### config.mk
export PLATFORM = sky130hd
export DESIGN_NAME = mem_arbiter_flat
export DESIGN_NICKNAME = d
export VERILOG_FILES = /design/src/rtl/mem_arbiter_if.sv /design/src/rtl/mem_arbiter.sv /design/src/flat_wrapper.sv
export SDC_FILE = /design/constraint.sdc
export NUM_CORES = 1
export LEC_CHECK = 0
export CORE_MARGIN = 1
export CORE_UTILIZATION = 30
export DETAILED_ROUTE_END_ITERATION = 7
export GPL_ROUTABILITY_DRIVEN = 0
export PLACE_DENSITY = 0.69
export SLEW_MARGIN = 10
export SYNTH_ARGS = -nofsm -noshare
export SYNTH_HDL_FRONTEND = slang
export SYNTH_SLANG_ARGS = --single-unit
### constraint.sdc
create_clock -name clk -period 4.5 [get_ports clk]
set_input_delay 0.9 -clock clk [delete_from_list [all_inputs] [get_ports clk]]
set_output_delay 0.9 -clock clk [all_outputs]
set_load 0.1 [all_outputs]
### src/rtl/mem_arbiter_if.sv
// Bus bundle between the CPU pipeline, the arbiter and the MMU access port.
// The arbiter takes the slave view. The pipeline/MMU side (or a bench) takes the master view.
interface mem_arbiter_if;
  logic        if_req;
  logic [31:0] if_addr;
  logic [31:0] if_rdata;
  logic        if_ready;
  logic        mem_req;
  logic        mem_we;
  logic [31:0] mem_addr;
  logic [31:0] mem_wdata;
  logic [4:0]  mem_bytemode;
  logic [31:0] mem_rdata;
  logic        mem_ready;
  logic        stall_req;
  logic        mmu_if_read;
  logic        mmu_if_write;
  logic [31:0] mmu_addr;
  logic [31:0] mmu_input_data;
  logic [4:0]  mmu_bytemode;
  logic [31:0] mmu_output_data;

  modport slave (
    input  if_req, if_addr, mem_req, mem_we, mem_addr, mem_wdata, mem_bytemode,
    input  mmu_output_data,
    output if_rdata, if_ready, mem_rdata, mem_ready, stall_req,
    output mmu_if_read, mmu_if_write, mmu_addr, mmu_input_data, mmu_bytemode
  );

  modport master (
    output if_req, if_addr, mem_req, mem_we, mem_addr, mem_wdata, mem_bytemode,
    output mmu_output_data,
    input  if_rdata, if_ready, mem_rdata, mem_ready, stall_req,
    input  mmu_if_read, mmu_if_write, mmu_addr, mmu_input_data, mmu_bytemode
  );
endinterface

### src/rtl/mem_arbiter.sv
// Two-master (fetch, load/store) to one-MMU-port arbiter. MEM wins ties because it
// belongs to the older instruction. A pending fetch is always taken right after a
// data access, so IF cannot be starved. Every MMU output is a flop, which keeps the
// MMU outputs steady for the whole issue cycle.
module mem_arbiter (
  input logic          clk,
  input logic          rst,
  mem_arbiter_if.slave bus
);

  localparam logic [4:0] FETCH_BYTEMODE = 5'b01111;

  typedef enum logic [1:0] {S_IDLE, S_DATA, S_FETCH} state_t;

  state_t      state, state_nxt;
  logic        mem_eff, if_eff;
  logic        load_mem, load_if;

  logic        rd_nxt, wr_nxt;
  logic [31:0] addr_nxt, wdata_nxt;
  logic [4:0]  bm_nxt;

  logic        mmu_rd_q, mmu_wr_q;
  logic [31:0] mmu_addr_q, mmu_wdata_q;
  logic [4:0]  mmu_bm_q;
  logic        mem_ready_q, if_ready_q;
  logic [31:0] mem_rdata_q, if_rdata_q;

  // A port's request is ignored in its own ready cycle. The requester either drops
  // the request or presents a new one in that cycle.
  assign mem_eff = bus.mem_req & ~mem_ready_q;
  assign if_eff  = bus.if_req  & ~if_ready_q;

  // Next state plus the command the MMU port will see during the next cycle
  always_comb begin
    state_nxt = S_IDLE;
    load_mem  = 1'b0;
    load_if   = 1'b0;
    rd_nxt    = 1'b0;
    wr_nxt    = 1'b0;
    addr_nxt  = 32'h0;
    wdata_nxt = 32'h0;
    bm_nxt    = 5'h0;
    case (state)
      S_IDLE: begin
        if (mem_eff)     load_mem = 1'b1;
        else if (if_eff) load_if  = 1'b1;
      end
      S_DATA:  load_if  = if_eff;
      S_FETCH: load_mem = mem_eff;
      default: ;
    endcase
    if (load_mem) begin
      state_nxt = S_DATA;
      wr_nxt    = bus.mem_we;
      rd_nxt    = ~bus.mem_we;
      addr_nxt  = bus.mem_addr;
      wdata_nxt = bus.mem_wdata;
      bm_nxt    = bus.mem_bytemode;
    end else if (load_if) begin
      state_nxt = S_FETCH;
      rd_nxt    = 1'b1;
      addr_nxt  = bus.if_addr;
      bm_nxt    = FETCH_BYTEMODE;
    end
  end

  // State register. Reset drops any access that is in flight.
  always_ff @(posedge clk or posedge rst) begin
    if (rst) state <= S_IDLE;
    else     state <= state_nxt;
  end

  // Latch the granted command into the MMU port flops. Reset pulls the write strobe immediately.
  always_ff @(posedge clk or posedge rst) begin
    if (rst) begin
      mmu_rd_q    <= 1'b0;
      mmu_wr_q    <= 1'b0;
      mmu_addr_q  <= 32'h0;
      mmu_wdata_q <= 32'h0;
      mmu_bm_q    <= 5'h0;
    end else begin
      mmu_rd_q    <= rd_nxt;
      mmu_wr_q    <= wr_nxt;
      mmu_addr_q  <= addr_nxt;
      mmu_wdata_q <= wdata_nxt;
      mmu_bm_q    <= bm_nxt;
    end
  end

  // Capture read data on the edge that ends the issue cycle and pulse the matching ready.
  // The MMU clears its output right after that edge.
  always_ff @(posedge clk or posedge rst) begin
    if (rst) begin
      mem_ready_q <= 1'b0;
      if_ready_q  <= 1'b0;
      mem_rdata_q <= 32'h0;
      if_rdata_q  <= 32'h0;
    end else begin
      mem_ready_q <= (state == S_DATA);
      if_ready_q  <= (state == S_FETCH);
      if (state == S_DATA && mmu_rd_q) mem_rdata_q <= bus.mmu_output_data;
      if (state == S_FETCH)            if_rdata_q  <= bus.mmu_output_data;
    end
  end

  assign bus.mmu_if_read    = mmu_rd_q;
  assign bus.mmu_if_write   = mmu_wr_q;
  assign bus.mmu_addr       = mmu_addr_q;
  assign bus.mmu_input_data = mmu_wdata_q;
  assign bus.mmu_bytemode   = mmu_bm_q;
  assign bus.mem_ready      = mem_ready_q;
  assign bus.if_ready       = if_ready_q;
  assign bus.mem_rdata      = mem_rdata_q;
  assign bus.if_rdata       = if_rdata_q;
  assign bus.stall_req      = mem_eff | if_eff;

endmodule

### src/flat_wrapper.sv
// flat-port wrapper written by rule: the top's interface ports become plain ports
module mem_arbiter_flat 
  (clk, rst, bus_if_req, bus_if_addr, bus_mem_req, bus_mem_we, bus_mem_addr, bus_mem_wdata, bus_mem_bytemode, bus_mmu_output_data, bus_if_rdata, bus_if_ready, bus_mem_rdata, bus_mem_ready, bus_stall_req, bus_mmu_if_read, bus_mmu_if_write, bus_mmu_addr, bus_mmu_input_data, bus_mmu_bytemode);
  mem_arbiter_if bus_i ();
  input logic clk;
  input logic rst;
  input wire logic [$bits(bus_i.if_req)-1:0] bus_if_req;
  input wire logic [$bits(bus_i.if_addr)-1:0] bus_if_addr;
  input wire logic [$bits(bus_i.mem_req)-1:0] bus_mem_req;
  input wire logic [$bits(bus_i.mem_we)-1:0] bus_mem_we;
  input wire logic [$bits(bus_i.mem_addr)-1:0] bus_mem_addr;
  input wire logic [$bits(bus_i.mem_wdata)-1:0] bus_mem_wdata;
  input wire logic [$bits(bus_i.mem_bytemode)-1:0] bus_mem_bytemode;
  input wire logic [$bits(bus_i.mmu_output_data)-1:0] bus_mmu_output_data;
  output wire logic [$bits(bus_i.if_rdata)-1:0] bus_if_rdata;
  output wire logic [$bits(bus_i.if_ready)-1:0] bus_if_ready;
  output wire logic [$bits(bus_i.mem_rdata)-1:0] bus_mem_rdata;
  output wire logic [$bits(bus_i.mem_ready)-1:0] bus_mem_ready;
  output wire logic [$bits(bus_i.stall_req)-1:0] bus_stall_req;
  output wire logic [$bits(bus_i.mmu_if_read)-1:0] bus_mmu_if_read;
  output wire logic [$bits(bus_i.mmu_if_write)-1:0] bus_mmu_if_write;
  output wire logic [$bits(bus_i.mmu_addr)-1:0] bus_mmu_addr;
  output wire logic [$bits(bus_i.mmu_input_data)-1:0] bus_mmu_input_data;
  output wire logic [$bits(bus_i.mmu_bytemode)-1:0] bus_mmu_bytemode;
  assign bus_i.if_req = bus_if_req;
  assign bus_i.if_addr = bus_if_addr;
  assign bus_i.mem_req = bus_mem_req;
  assign bus_i.mem_we = bus_mem_we;
  assign bus_i.mem_addr = bus_mem_addr;
  assign bus_i.mem_wdata = bus_mem_wdata;
  assign bus_i.mem_bytemode = bus_mem_bytemode;
  assign bus_i.mmu_output_data = bus_mmu_output_data;
  assign bus_if_rdata = bus_i.if_rdata;
  assign bus_if_ready = bus_i.if_ready;
  assign bus_mem_rdata = bus_i.mem_rdata;
  assign bus_mem_ready = bus_i.mem_ready;
  assign bus_stall_req = bus_i.stall_req;
  assign bus_mmu_if_read = bus_i.mmu_if_read;
  assign bus_mmu_if_write = bus_i.mmu_if_write;
  assign bus_mmu_addr = bus_i.mmu_addr;
  assign bus_mmu_input_data = bus_i.mmu_input_data;
  assign bus_mmu_bytemode = bus_i.mmu_bytemode;
  mem_arbiter u_core (.clk(clk), .rst(rst), .bus(bus_i));
endmodule
==> Yosys cells after proc, flatten, opt, wreduce, memory -nomap -nowiden <==
Index checks and enable logic that the tools add are counted.
W data, S select, Z words.
{ "totals": {"out_inout_bits": 138, "elab_cells": 35, "romBits": 0, "memories": 0, "reg_bits": 139, "latch_bits": 0, "input_bits": 138, "mem_bits_rw": 0} }
{ "op_classes": {"eq_ne": 2, "mux": 15, "order_cmp": 0, "div_mod_pow": 0, "shift": 0, "mul": 0, "bitwise": 6, "n_reduce_logical": 2, "add_sub_neg": 0} }
{ "op_table": {"columns": ["cell", "n"], "rows": [
  ["$mux W32", 3],
  ["$mux W1", 6],
  ["$mux W5", 1],
  ["$mux W2", 2],
  ["$mux W4", 1],
  ["$pmux W1 S2", 2],
  ["$not A1 Y1", 3],
  ["$and A1 B1 Y1", 2],
  ["$eq A2 B1 Y1 const B", 1],
  ["$eq A2 B2 Y1 const B", 1],
  ["$logic_not A2 Y1", 1],
  ["$logic_and A1 B1 Y1", 1],
  ["$or A1 B1 Y1", 1]
]} }

==> Logic depth before layout (Yosys ltp) <==
Gate-level depths: netlist (run 1).
{ "depth": {"depth_word": 7, "depth_mapped": 6} }

==> Least setup slack after synthesis (run 1) <==
Ideal clock, no wire load.
{ "synth_path": {"path_kind": "input port to output port", "from": "input bus_mem_req", "to": "output bus_stall_req", "path_stages": 3, "t_arrival_ns": 2.586, "slack_ns": 1.014, "path_buffers": 1, "required_time_ns": 3.600, "path_cell_list": "clkbuf_1 -> inv_1 -> o22ai_1"} }
{ "synth_via": {"elab_chain_cells": 2} }
{ "synth_rtl": {"columns": ["element", "line", "rtl"], "rows": [
  ["start, declared", "flat_wrapper.sv:9", "input wire logic [$bits(bus_i.mem_req)-1:0] bus_mem_req;"],
  ["$and A1 B1 Y1", "mem_arbiter.sv:31", "assign mem_eff = bus.mem_req & ~mem_ready_q;"],
  ["$or A1 B1 Y1", "mem_arbiter.sv:116", "assign bus.stall_req = mem_eff | if_eff;"],
  ["end, declared", "flat_wrapper.sv:19", "output wire logic [$bits(bus_i.stall_req)-1:0] bus_stall_req;"]
]} }
Every way passes these cells.

==> Worst setup path in the final report (run 1) <==
Same ends and word-level chain as after synthesis.

==> results of run 1 <==
[flip-flops by register name, indices dropped and copies added (netlist names)]
name / cells
u_core.bus.mmu_bytemode: 5
u_core.state: 2
u_core.bus.mem_rdata: 32
u_core.bus.mem_ready: 1
u_core.bus.mmu_if_write: 1
u_core.bus.if_ready: 1
u_core.bus.mmu_input_data: 32
u_core.bus.mmu_addr: 32
u_core.bus.mmu_if_read: 1
u_core.bus.if_rdata: 32
[layout make-up]
| class | instances | area share, % |
|---|---|---|
| well taps | 225 | 3.20 |
| flip-flops and latches | 139 | 39.6 |
| clock buffers | 17 | 4.84 |
| inverters | 6 | 0.299 |
| multi-input cells | 174 | 18.7 |
| repair buffers | 282 | 31.9 |
| clock inverters | 15 | 1.52 |
[power by group through the flow]
stage,clock network [mW],logic (mW),registers [mW]
CTS,1.35,3.93,1.76
finish,1.30,3.91,1.75
detailed placement,0,3.93,1.78
global placement,0,3.90,1.75
floorplan,0,0.445,4.27
global route,1.41,4.01,1.79
[worst min path at each step]
stage / start / endpoint / slack, ns / cells past startpoint
final: u_core.bus.if_rdata[10]$_DFFE_PP0P_ / u_core.bus.if_rdata[10]$_DFFE_PP0P_ / 0.50 / 1
after global routing: u_core.bus.if_rdata[20]$_DFFE_PP0P_ / u_core.bus.if_rdata[20]$_DFFE_PP0P_ / 0.51 / 1
after CTS: u_core.bus.if_rdata[20]$_DFFE_PP0P_ / u_core.bus.if_rdata[20]$_DFFE_PP0P_ / 0.51 / 1
after detailed placement: u_core.bus.if_rdata[1]$_DFFE_PP0P_ / u_core.bus.if_rdata[1]$_DFFE_PP0P_ / 0.49 / 1
after global placement: u_core.bus.if_rdata[20]$_DFFE_PP0P_ / u_core.bus.if_rdata[20]$_DFFE_PP0P_ / 0.49 / 1
after floorplan: u_core.state[1]$_DFF_PP0_ / u_core.bus.mem_ready$_DFF_PP0_ / 0.44 / 1
[worst reg2reg max path, cell delays in order (launching register included)]
cell and delay, ns:
dfrtp_1 0.32, buf_4 0.33, nand3b_1 0.72, buf_4 0.49
mux2_2 0.31
[routing by layer]
metal / vias up / share of wire, % / track usage (%)
li1: 1795 / - / -
met5: - / 0 / 0
met4: 0 / 2.0 / 6.87
met2: 187 / 50 / 28.4
met3: 18 / 9.1 / 6.57
met1: 1881 / 39 / 17.4
[synthesized netlist by cell type]
cell and number:
buf_2 11, clkbuf_2 2, a31o_2 24, inv_1 6, nand2b_1 1, clkbuf_1 13, buf_6 3, dfrtp_1 139
a31o_1 8, nor2_1 1, and2_1 34, o22ai_1 1, nor3b_1 1, or3b_1 1, mux2_2 69, nand3b_1 1
nor4bb_1 32, nor2b_1 1
[metrics by stage]
stage          power, mW  instance area (um^2)  cells  worst slack [ns]
2_1_floorplan       4.71                  5290    348              1.01
3_3_place_gp        5.65                  8230    826              1.03
3_5_place_dp        5.70                  8230    826              1.05
4_1_cts             7.04                  8790    858              1.05
5_1_grt             7.21                  8790    858             0.930
6_report            6.96                  8790    858              1.01
[cells by family (layout without fill, tap and decap cells)]
kind of cell    Yosys count  count (layout)  synth area share (%)
flops                   139             139                  65.8
simple gates             72              72                  10.8
compound gates           33              33                  5.42
buf+inv                  35             320                  3.22
mux                      69              69                  14.7
==> results.yml, run 1 <==
power_and_ir_drop:
  clockPowerShare_pct: 18.7
  p_per_area_nw_per_um2: 792
  max-vdd-ir-drop_v: 0.000595
  p_sw_mw: 3.71
  p_leak_nw: 3.73
  comb_power_share_pct: 56.2
  power.share.switching_pct: 53.2
  p_int_mw: 3.26
  seq_power_share_pct: 25.1
setup_path:
  crit_type: "in2out"
  r2r-start: "u_core.state[0]$_DFF_PP0_"
  rrSetupSlack_ns: 2.21
  crit_arrival_ns: 2.59
  critPathLaunchType: "input pin"
  critPathRequiredTime_ns: 3.60
  reg2reg_depth: 4
  crit_family: "buffers and inverters"
  cp-endpoint: "bus_stall_req"
  endpoint_kind: "primary output"
  cp_cell_sequence: "clkdlybuf4s50_1, inv_1, o22ai_1, buf_4"
  worstReg2RegEnd: "u_core.bus.mem_rdata[6]$_DFFE_PP0P_"
  cp_num_cells: 4
  cp_slowest_stage_delay_ns: 1.08
  crit_start: "bus_mem_req"
  crit_path_max_fanout: 34
  slowest_stage: "clkdlybuf4s50_1"
  path_buf_inv: 3
timing:
  worstMarginPinSlew_ns: 1.06
  fin_crit_sh_pct: 77.6
  finalHoldViolCount: 0
  fmax_ghz: 0.286
  rsz0062_at_grt: "false"
  tns_ns: 0
  fin_skew_ns: 0.0125
  fin_crit_ns: 3.49
  holdWs_ns: 0.502
  slew_headroom_pct: 29.2
  drv_slew: 0
  report.final.setup_viol: 0
routing:
  firstDrtPassIters: 4
  viasPerCell: 4.52
  wl_um: 14400
  drc: 0
  ant_nets: 0
  drt_iter0_drc: 77
  via_count: 3881
  wl_per_cell_um: 16.7
finish:
  seqCellArea_um2: 3480
  layout_common_cells: "clkdlybuf4s50_1 (274), dfrtp_1 (139), mux2_2 (69)"
  multiInputGateArea_um2: 1640
  nets: 758
  drive_above_1_share_pct: 21.5
  mostFrequentLayoutCell: "clkdlybuf4s50_1"
  diodes: 0
  fin_util_pct: 51.0
  fillers: 1460
  area_delta_synth_final_pct: 66.4
floorplanning:
  initial_core_util_pct: 30.7
  chipHeight_um: 135
  die-area_um2: 18200
  core_area_um2: 17200
  core.rowCount: 48
  ioPinCount: 276
  die_width_um: 135
synth:
  netlist_top_cells_area: "dfrtp_1 (66%), mux2_2 (15%), nor4bb_1 (6.1%)"
  synth_nets: 486
  synth-seq-cells: 139
  synth_top_area_share_pct: 65.8
  yosysUniqueCellTypes: 18
  synth.avg_cell_area_um2: 15.2
  synth-warning-count: 0
  synth_area_um2: 5290
  synth_largest_area_cell: "dfrtp_1"
  seq_area_frac_synth_pct: 65.8
  synthCells: 348
clock_network:
  numClockSinks: 139
  clk_path_buf_depth: 2
  htree_levels: 4
  clockRootBuffer: "clkbuf_16"
  clk_latency_ns: 0.42
  path_clk_slew_ns: 0.06
  cts_setup_buffers: 0
  cts_buffers: 17
  cts_tree: "built"
  cts_resized: 0
  hold_buffers: 0
run_status:
  outcome: "finished, final reports clean"
hold_path:
  hold_class: "reg2reg"
global_routing:
  grt_pass1_vias: 4186
  grt_pass1_wl_um: 22300
  antenna_found_initial: 0
  grt_max_degree: 79
  grt_usage_pct: 16.3
  grt-ovfl-total: 0
job:
  cap_violations: 0
placed_design:
  dp_hpwl_um: 10300
  port_buffers: 275
Power figures use the tool's default switching activity.
==> run 2, diff against run 1 <==
clock period = 2.85 ns   (was 4.5 ns; I/O delays follow)
==> results.yml, run 2 (same netlist as run 1, synthesis figures left out) <==
power_and_ir_drop:
  clockPowerShare_pct: 20.0
  p_int_mw: 5.17
  p_per_area_nw_per_um2: 1280
  p_leak_nw: 3.96
  p_sw_mw: 5.78
  power.share.switching_pct: 52.8
  seq_power_share_pct: 25.4
  p_total_mw: 10.9
  max-vdd-ir-drop_v: 0.000973
  comb_power_share_pct: 54.5
global_routing:
  grt_usage_pct: 16.4
  antenna_found_initial: 0
  met3_usage_pct: 6.87
  grt_pass1_wl_um: 22600
  grt_max_degree: 140
  grtUsageMet2_pct: 27.5
  grt-ovfl-total: 0
  top_usage_layer: "met2"
  grt_use_met1_pct: 18.3
  grt_pass1_vias: 4283
routing:
  wl_per_cell_um: 16.7
  firstDrtPassIters: 4
  via_count: 3934
  drc: 0
  wl_um: 14400
  ant_nets: 0
  viasPerCell: 4.56
  drt_iter0_drc: 93
floorplanning:
  die-area_um2: 18200
  ioPinCount: 276
  chipHeight_um: 135
  initial_core_util_pct: 30.7
  core_area_um2: 17200
  core.rowCount: 48
  die_width_um: 135
finish:
  area_delta_synth_final_pct: 62.1
  drive_above_1_share_pct: 43.6
  mostFrequentLayoutCell: "buf_4"
  nets: 763
  fillers: 1489
  diodes: 0
  fin_util_pct: 49.7
  layout_common_cells: "buf_4 (147), dfrtp_1 (139), clkdlybuf4s50_1 (137)"
clock_network:
  numClockSinks: 139
  clockRootBuffer: "clkbuf_16"
  clk_latency_ns: 0.41
  cts_buffers: 17
  clk_path_buf_depth: 2
  htree_levels: 4
  cts_resized: 0
  hold_buffers: 0
  cts_setup_buffers: 0
  cts_tree: "built"
  path_clk_slew_ns: 0.06
setup_path:
  cp_cell_sequence: "buf_4, buf_12"
  cp_slowest_stage_delay_ns: 0.78
  r2r-start: "u_core.bus.mem_ready$_DFF_PP0_"
  slowest_stage: "dfrtp_1"
  critPathRequiredTime_ns: 2.28
  reg2reg_depth: 5
  worstReg2RegEnd: "u_core.bus.mmu_input_data[2]$_DFF_PP0_"
  crit_arrival_ns: 1.75
  rrSetupSlack_ns: 0.92
  crit_path_max_fanout: 20
  critPathLaunchType: "flip-flop"
  endpoint_kind: "primary output"
  crit_type: "reg2out"
job:
  cap_violations: 0
timing:
  finalHoldViolCount: 0
  fin_skew_ns: 0.00673
  rsz0062_at_grt: "false"
  slew_headroom_pct: 48.4
  report.final.setup_viol: 0
  fmax_ghz: 0.430
  drv_slew: 0
  worstMarginPinSlew_ns: 0.774
  tns_ns: 0
  fin_crit_ns: 2.32
  fin_crit_sh_pct: 81.6
placed_design:
  dp_hpwl_um: 10300
  port_buffers: 275
hold_path:
  worstHoldPathCells: 1
  min_to: "u_core.bus.mem_ready$_DFF_PP0_"
  hold_class: "reg2reg"
  hp-start: "u_core.state[1]$_DFF_PP0_"
run_status:
  outcome: "finished, final reports clean"
## run 2: worst max path at each step
stage	startpoint	end	slack, ns
final	u_core.bus.mem_ready$_DFF_PP0_	bus_mem_ready	0.53
after global routing	u_core.bus.mem_ready$_DFF_PP0_	bus_mem_ready	0.40
after CTS	u_core.bus.mem_ready$_DFF_PP0_	bus_mem_ready	0.50
after detailed placement	bus_mem_req	u_core.bus.mmu_input_data[2]$_DFF_PP0_	0.47
after global placement	bus_mem_req	u_core.bus.mmu_input_data[7]$_DFF_PP0_	0.52
after floorplan	u_core.bus.mem_ready$_DFF_PP0_	bus_stall_req	0.32
## run 2: area by class of cell
cell class	instances	area, um^2	share of cell area [%]
clock buffers	20	457	5.33
clock inverters	12	138	1.61
inverters	6	26.3	0.307
multi-input cells	174	1650	19.3
flip-flops and latches	139	3480	40.6
well taps	225	282	3.29
repair buffers	287	2530	29.6
## run 2: power groups by stage
stage	clock network [mW]	logic [mW]	registers [mW]
finish	2.19	5.97	2.78
global route	2.36	6.13	2.85
CTS	2.26	6.01	2.79
detailed placement	0	6.00	2.82
global placement	0	5.96	2.80
floorplan	0	0.705	6.74
## run 2: metal layers
layer | wire [um] | vias up
met3 | 1320 | 26
met5 | 0 | -
met1 | 5480 | 1919
li1 | - | 1793
met4 | 389 | 0
met2 | 7230 | 196
## run 2: per-stage QoR
step	hold slack [ns]	setup slack, ns	area (um^2)	instances
6_report	0.499	0.525	8570	863
5_1_grt	0.514	0.404	8570	863
4_1_cts	0.501	0.501	8570	863
3_5_place_dp	0.494	0.465	7970	831
3_3_place_gp	0.488	0.521	7970	831
2_1_floorplan	0.439	0.316	5300	348
## run 2: critical path, delay by kind of cell, from the launching register on
kind	cells	cell delay (ns)
buffers and inverters	2	0.57
DFF	1	0.78
==> run 3, diff against run 2 <==
clock period = 1.96 ns   (was 2.85 ns; I/O delays follow)
==> results.yml, run 3 (same netlist as run 1, synthesis figures left out) <==
job:
  cap_violations: 0
power_and_ir_drop:
  max-vdd-ir-drop_v: 0.00139
  p_total_mw: 15.9
  p_leak_nw: 4.01
  p_per_area_nw_per_um2: 1840
finish:
  multiInputGateArea_um2: 1660
  diodes: 0
  layout_common_cells: "buf_4 (147), dfrtp_1 (139), clkdlybuf4s50_1 (137)"
  fin_util_pct: 50.4
  mostFrequentLayoutCell: "buf_4"
  postLayoutCellArea_um2: 8680
  drive_above_1_share_pct: 44.3
  seqCellArea_um2: 3480
  area_delta_synth_final_pct: 64.3
  fillers: 1480
  fin_cells: 869
  nets: 769
clock_network:
  cts_setup_buffers: 0
  htree_levels: 4
  cts_tree: "built"
  cts_resized: 0
  cts_buffers: 17
  clockRootBuffer: "clkbuf_16"
  path_clk_slew_ns: 0.06
  numClockSinks: 139
  hold_buffers: 0
  clk_latency_ns: 0.42
  clk_path_buf_depth: 2
setup_path:
  rrSetupSlack_ns: 0.46
  critPathRequiredTime_ns: 1.57
  crit_arrival_ns: 1.45
  path_buf_inv: 4
  worstReg2RegEnd: "u_core.bus.mmu_addr[13]$_DFF_PP0_"
  crit_family: "buffers and inverters"
  slowest_stage: "clkdlybuf4s50_1"
  endpoint_kind: "primary output"
  crit_path_max_fanout: 3
  critPathLaunchType: "input pin"
  cp_num_cells: 5
  r2r-start: "u_core.state[0]$_DFF_PP0_"
  reg2reg_depth: 3
  cp_slowest_stage_delay_ns: 0.50
  cp_cell_sequence: "clkdlybuf4s50_1, buf_4, inv_1, o22ai_4, buf_12"
  crit_type: "in2out"
timing:
  finalWorstSetupSlack_ns: 0.113
  report.final.setup_viol: 0
  worstMarginPinSlew_ns: 0.496
  fmax_ghz: 0.542
  rsz0062_at_grt: "false"
  fin_crit_sh_pct: 94.2
  fin_crit_ns: 1.85
  slew_headroom_pct: 66.8
  holdWs_ns: 0.361
  tns_ns: 0
  fin_skew_ns: 0.0104
  drv_slew: 0
  finalHoldViolCount: 0
placed_design:
  post-place-cells: 837
  port_buffers: 275
  post_dp_cell_area_um2: 8100
  pre_cts_slack_ns: -0.0149
  dp_hpwl_um: 10600
global_routing:
  top_usage_layer: "met2"
  grtUsageMet2_pct: 28.0
  grt-ovfl-total: 0
  grt_pass1_vias: 4227
  grt_use_met1_pct: 17.7
  grt_max_degree: 57
  antenna_found_initial: 0
  grt_pass1_wl_um: 22100
  grt_usage_pct: 16.2
  met3_usage_pct: 7.43
routing:
  firstDrtPassIters: 4
  drc: 0
  wl_um: 14400
  via_count: 3960
  drt_iter0_drc: 79
  viasPerCell: 4.56
  wl_per_cell_um: 16.6
  ant_nets: 0
run_status:
  outcome: "finished, final reports clean"
hold_path:
  hold_class: "in2async"
floorplanning:
  ioPinCount: 276
  die_width_um: 135
  core_area_um2: 17200
  initial_core_util_pct: 30.7
  chipHeight_um: 135
  core.rowCount: 48
  die-area_um2: 18200
run 3: layer usage:
metal	part of all wire, %	vias to the layer above
met2	52	176
met3	9.3	13
met1	38	1959
met5	0	-
li1	-	1812
met4	1.1	0
run 3: worst register-to-register path: cells and delay by family, from the launching register on:
kind | cells | cell delay (ns)
flops | 1 | 0.43
buf+inv | 1 | 0.25
compound gates | 1 | 0.26
simple gates | 1 | 0.46
run 3: worst max-delay path by stage:
stage | slack (ns) | endpoint | startpoint
after CTS | 0.10 | bus_stall_req | bus_mem_req
after global routing | 0.06 | bus_stall_req | bus_mem_req
after global placement | 0.008 | u_core.bus.mmu_addr[17]$_DFF_PP0_ | bus_mem_req
final | 0.11 | bus_stall_req | bus_mem_req
after detailed placement | -0.01 | u_core.bus.mmu_addr[13]$_DFF_PP0_ | bus_mem_req
after floorplan | -0.17 | u_core.bus.if_rdata[0]$_DFFE_PP0P_ | rst
run 3: power breakdown:
group	switching, mW	leakage (nW)	internal, mW	total [mW]
Combinational	6.80	2.01	1.96	8.77
Sequential	0.382	1.73	3.66	4.04
Clock	1.23	0.278	1.91	3.13
Total	8.41	4.01	7.52	15.9
run 3: layout make-up:
class / count / share of cell area (%)
clock buffers: 18 / 5.06
clock inverters: 14 / 1.67
inverters: 6 / 0.303
multi-input cells: 174 / 19.1
flip-flops and latches: 139 / 40.1
well taps: 225 / 3.24
repair buffers: 293 / 30.6
